--- src/rtl/pico_sequencer.sv ---
// pico_sequencer: picoMIPS control unit holding pc/ir, decoding opcodes, stalling MUL, parking on WAIT.
// Optional macro PICO_SINGLE_STEP_EN adds a 'step' input that gates each FETCH on a press edge.
module pico_sequencer #(
  parameter int unsigned P_SIZE     = 4,
  parameter int unsigned O_SIZE     = 3,
  parameter int unsigned A_SIZE     = 2,
  parameter int unsigned PROG_LEN   = 16,
  parameter int unsigned MUL_CYCLES = 2
) (
  input  logic              clk,
  input  logic              nReset,
`ifdef PICO_SINGLE_STEP_EN
  input  logic              step,
`endif
  input  logic [O_SIZE-1:0] opcode_in,
  input  logic              sw8,
  output logic [P_SIZE-1:0] pc,
  output logic [O_SIZE-1:0] ir_op,
  output logic [A_SIZE-1:0] alu_func,
  output logic              imm_sel,
  output logic              sw_sel,
  output logic              reg_we,
  output logic              waiting
);

  localparam logic [O_SIZE-1:0] OpLdi   = O_SIZE'(0);
  localparam logic [O_SIZE-1:0] OpLds   = O_SIZE'(1);
  localparam logic [O_SIZE-1:0] OpAdd   = O_SIZE'(2);
  localparam logic [O_SIZE-1:0] OpAddi  = O_SIZE'(3);
  localparam logic [O_SIZE-1:0] OpMul   = O_SIZE'(4);
  localparam logic [O_SIZE-1:0] OpMuli  = O_SIZE'(5);
  localparam logic [O_SIZE-1:0] OpWait0 = O_SIZE'(6);
  localparam logic [O_SIZE-1:0] OpWait1 = O_SIZE'(7);

  localparam logic [A_SIZE-1:0] AluA   = A_SIZE'(0);
  localparam logic [A_SIZE-1:0] AluB   = A_SIZE'(1);
  localparam logic [A_SIZE-1:0] AluAdd = A_SIZE'(2);
  localparam logic [A_SIZE-1:0] AluMul = A_SIZE'(3);

  // Counter only needs to hold MUL_CYCLES-1.
  localparam int unsigned CntW = (MUL_CYCLES > 2) ? $clog2(MUL_CYCLES) : 1;

  typedef enum logic [1:0] {StFetch, StExec, StMulWait, StWaitSw} state_e;

  state_e            state_q, state_d;
  logic [P_SIZE-1:0] pc_q, pc_d, pc_next;
  logic [O_SIZE-1:0] ir_op_q, ir_op_d;
  logic [CntW-1:0]   cnt_q, cnt_d;
  logic              sw8_meta_q, sw8_s_q;
  logic              is_mul, is_wait, wait_level;
  logic              fetch_go;

`ifdef PICO_SINGLE_STEP_EN
  logic step_meta_q, step_s_q, step_prev_q;
  // A press is seen for one cycle only, so presses outside FETCH are lost.
  assign fetch_go = step_s_q & ~step_prev_q;
`else
  assign fetch_go = 1'b1;
`endif

  assign pc_next    = (pc_q == P_SIZE'(PROG_LEN - 1)) ? '0 : pc_q + P_SIZE'(1);
  assign is_mul     = (ir_op_q == OpMul) || (ir_op_q == OpMuli);
  assign is_wait    = (ir_op_q == OpWait0) || (ir_op_q == OpWait1);
  assign wait_level = (ir_op_q == OpWait1);

  always_comb begin
    state_d = state_q;
    pc_d    = pc_q;
    ir_op_d = ir_op_q;
    cnt_d   = cnt_q;
    reg_we  = 1'b0;
    case (state_q)
      StFetch: begin
        if (fetch_go) begin
          ir_op_d = opcode_in;
          state_d = StExec;
        end
      end
      StExec: begin
        if (is_wait) begin
          state_d = StWaitSw;
        end else if (is_mul && (MUL_CYCLES > 1)) begin
          cnt_d   = CntW'(MUL_CYCLES - 1);
          state_d = StMulWait;
        end else begin
          reg_we  = 1'b1;
          pc_d    = pc_next;
          state_d = StFetch;
        end
      end
      StMulWait: begin
        cnt_d = cnt_q - CntW'(1);
        if (cnt_q == CntW'(1)) begin
          reg_we  = 1'b1;
          pc_d    = pc_next;
          state_d = StFetch;
        end
      end
      StWaitSw: begin
        if (sw8_s_q == wait_level) begin
          pc_d    = pc_next;
          state_d = StFetch;
        end
      end
      default: state_d = StFetch;
    endcase
  end

  always_ff @(posedge clk or negedge nReset) begin
    if (!nReset) begin
      state_q     <= StFetch;
      pc_q        <= '0;
      ir_op_q     <= OpLdi;
      cnt_q       <= '0;
      sw8_meta_q  <= 1'b0;
      sw8_s_q     <= 1'b0;
`ifdef PICO_SINGLE_STEP_EN
      step_meta_q <= 1'b0;
      step_s_q    <= 1'b0;
      step_prev_q <= 1'b0;
`endif
    end else begin
      state_q     <= state_d;
      pc_q        <= pc_d;
      ir_op_q     <= ir_op_d;
      cnt_q       <= cnt_d;
      sw8_meta_q  <= sw8;
      sw8_s_q     <= sw8_meta_q;
`ifdef PICO_SINGLE_STEP_EN
      step_meta_q <= step;
      step_s_q    <= step_meta_q;
      step_prev_q <= step_s_q;
`endif
    end
  end

  always_comb begin
    alu_func = AluA;
    imm_sel  = 1'b0;
    sw_sel   = 1'b0;
    case (ir_op_q)
      OpLdi: begin
        alu_func = AluB;
        imm_sel  = 1'b1;
      end
      OpLds: begin
        alu_func = AluB;
        sw_sel   = 1'b1;
      end
      OpAdd:  alu_func = AluAdd;
      OpAddi: begin
        alu_func = AluAdd;
        imm_sel  = 1'b1;
      end
      OpMul:  alu_func = AluMul;
      OpMuli: begin
        alu_func = AluMul;
        imm_sel  = 1'b1;
      end
      default: alu_func = AluA;
    endcase
  end

  assign pc      = pc_q;
  assign ir_op   = ir_op_q;
  assign waiting = (state_q == StWaitSw);

endmodule

--- config.mk ---
export PLATFORM = sky130hd
export DESIGN_NAME = pico_sequencer
export DESIGN_NICKNAME = d
export VERILOG_FILES = /design/src/rtl/pico_sequencer.sv
export SDC_FILE = /design/constraint.sdc
export NUM_CORES = 1
export LEC_CHECK = 0
export BUFFER_PORTS_ARGS = -buffer_cell sky130_fd_sc_hd__clkbuf_2
export CORE_MARGIN = 5
export CORE_UTILIZATION = 49
export CTS_CLUSTER_SIZE = 8
export DETAILED_ROUTE_END_ITERATION = 8
export PLACE_DENSITY = 0.72
export SYNTH_ARGS = -nofsm -noshare
export SYNTH_HDL_FRONTEND = slang
export SYNTH_SLANG_ARGS = --single-unit
export TNS_END_PERCENT = 20
--- constraint.sdc ---
create_clock -name clk -period 1.9 [get_ports clk]
set_input_delay 0.285 -clock clk [delete_from_list [all_inputs] [get_ports clk]]
set_output_delay 0.285 -clock clk [all_outputs]
set_load 0.1 [all_outputs]
==> impl_metrics.py <==
metrics = {
    "run": {
        "cap_violations": 0,
    },
    "place": {
        "place.gp.congestion": 0.742,
        "place_hpwl_um": 1130,
        "io_buffers": 18,
    },
    "global_routing": {
        "grt_use_total_pct": 16.5,
        "first_global_vias": 585,
        "grt_pass1_wl_um": 2460,
        "grt_max_degree": 13,
        "antenna_found_initial": 0,
        "globalRouteOverflowTotal": 0,
    },
    "sta": {
        "max_clock_freq_mhz": 563,
        "fin_crit_sh_pct": 93.5,
        "hold_ws_ns": 0.111,
        "setup-violations-final": 0,
        "worst_slew_pin_slew_ns": 0.543,
        "min_period_ns": 1.78,
        "rsz0062_at_grt": "false",
        "fin_setup_tns_ns": 0,
        "fin_skew_ns": 0.00804,
        "max_slew_margin_pct": 64.0,
        "slew_violations": 0,
        "finalHoldViolations": 0,
    },
    "yosys": {
        "netlist_area_sq_um": 692,
        "ys_warn_count": 0,
        "synthCells": 64,
        "synth_area_leaders": "dfrtp_1 (43%), ha_1 (11%), mux2_4 (4.3%)",
        "synth_cell_type_count": 27,
        "synth_area_leader_cell": "dfrtp_1",
        "avgSynthCellArea_sq_um": 10.8,
        "yosysTopAreaCellShare_pct": 43.4,
        "ys_seq_area_share_pct": 43.4,
        "ys_ff_latch": 12,
        "synth_nets": 76,
    },
    "worst_setup_path": {
        "slowest_delay_ns": 0.43,
        "endpoint_kind": "output port",
        "cpMaxStageDelayCell": "dfrtp_1",
        "start_kind": "register",
        "crit_arrival_ns": 1.49,
        "cp.required_ns": 1.62,
        "crit_chain": "inv_1, ha_2, a22oi_2, nor2b_4, buf_12",
        "critPathKind": "register to output port",
        "critPathMaxFanout": 4,
    },
    "routing": {
        "wl_per_cell_um": 14.4,
        "antenna_left": 0,
        "num_vias": 549,
        "drt-pass1-iter-count": 4,
        "drcViolationCount": 0,
        "routed_wl_um": 1450,
        "vias_per_cell": 5.44,
        "drtIter0Drc": 7,
    },
    "final_layout": {
        "areaGrowthSynthToFinish_pct": 36.5,
        "post-route-util_pct": 71.7,
        "multi_input_area_sq_um": 442,
        "fillers": 94,
        "final_layout_size_suffix_gt1_share_pct": 46.5,
        "register_area_sq_um": 307,
        "nNetsFinal": 99,
        "n_antenna_cell": 0,
    },
    "outcome": {
        "outcome": "finished clean",
    },
    "die": {
        "core_area_sq_mm": 0.00132,
        "dieArea_sq_mm": 0.00226,
        "ios": 19,
        "initial_core_util_pct": 52.5,
        "die_h_um": 47.6,
        "die_w_um": 47.6,
        "rows": 13,
    },
    "cts": {
        "htreeDepth": 1,
        "root_buffer": "clkbuf_4",
        "clk_path_buf_depth": 2,
        "clk_latency_ns": 0.28,
        "clkSinkCount": 12,
        "numCtsBuffers": 3,
        "cts_tree": "yes",
        "path_clk_slew_ns": 0.08,
    },
    "hold_path": {
        "min_path_type": "input pin to register",
    },
}
[worst paths after layout]
path                               to  depth (start not counted)  startpoint  slack [ns]
max in group asynchronous    ir_op[1]                          2      nReset        1.23
min reg2reg                   sw8_s_q                          0  sw8_meta_q        0.36
max reg2reg                     pc[0]                          6  state_q[0]        0.27
max                            reg_we                          5  state_q[0]        0.12
min in group asynchronous  state_q[0]                          2      nReset        0.42
min                        sw8_meta_q                          1         sw8        0.11
[synth_stat cells]
master,instances
dfrtp_1,12
nand2b_1,4
and3_1,1
mux2_2,1
nor2b_1,2
a21oi_1,1
ha_1,6
nor2_2,1
a31oi_1,2
a21boi_0,1
nand2_1,6
nor3_1,1
o31ai_1,1
mux2i_4,1
o41ai_1,1
nand3_1,3
mux2_4,2
xor2_1,3
nor2_1,1
inv_1,4
o211ai_1,1
buf_2,1
o21ai_0,3
nand3_2,1
xnor2_1,1
a22oi_1,1
mux2i_1,2
[metrics by stage]
stage               std cells  setup WS, ns  instance area, sq um
floorplan                  64       -0.0613                   752
global placement           96         0.328                   888
detailed placement         96         0.280                   888
CTS                       101     0.0000314                   925
global route              101        0.0153                   945
finish                    101         0.123                   945
[layout by cell type, fill, tap and decap left out, types with 2 or more instances in the layout]
cell type,n
ha_1,3
clkbuf_2,15
buf_12,2
dfrtp_1,9
mux2_4,2
nand3_2,2
dfrtp_2,2
o21ai_0,2
clkbuf_4,3
inv_1,3
mux2i_1,2
nand3_1,2
a31oi_1,2
nand2_1,6
ha_2,2
xor2_1,2
nand2b_1,4
[per-layer routing]
layer | wire (um) | track usage (%) | share of wire [%]
met3 | 87 | 5.64 | 6.0
met2 | 740 | 27.8 | 51
met5 | 0 | 0 | 0
met4 | 36 | 9.68 | 2.5
met1 | 587 | 17.8 | 40
[critical path, delay by kind of cell, from the launching register on]
kind | cells | cell delay [ns]
compound gates | 1 | 0.08
fa+ha+maj | 1 | 0.23
buf+inv | 2 | 0.33
flops | 1 | 0.43
simple gates | 1 | 0.14
[timing repair]
action,CTS,global route
hold endpoints to repair,12,0
buffers inserted,0,0
setup endpoints to repair,0,1
hold buffers,1,0
resized for setup,0,4
[kinds of logic (layout without fill, tap and decap cells)]
| kind of cell | after synthesis | in the layout | share of synthesized area [%] |
|---|---|---|---|
| simple gates | 20 | 20 | 15.4 |
| mux | 6 | 6 | 12.1 |
| xor+xnor | 4 | 4 | 5.06 |
| buf+inv | 5 | 27 | 2.89 |
| flops | 12 | 12 | 43.4 |
| fa+ha+maj | 6 | 6 | 10.8 |
| compound gates | 11 | 11 | 10.3 |
[sequential cells by signal, indices dropped and copies added, names as in the netlist]
| register | count |
|---|---|
| pc | 4 |
| state_q | 2 |
| ir_op | 3 |
| cnt_q | 1 |
| sw8_meta_q | 1 |
| sw8_s_q | 1 |
[layout make-up]
cell class | instances | area share [%]
repair buffers | 19 | 14.0
well taps | 15 | 1.99
clock buffers | 4 | 2.78
flip-flops and latches | 12 | 32.5
multi-input cells | 47 | 46.8
inverters | 4 | 1.99
Power is not shown: default switching activity piles up to over one toggle a cycle in this logic, so the estimate is an artifact.
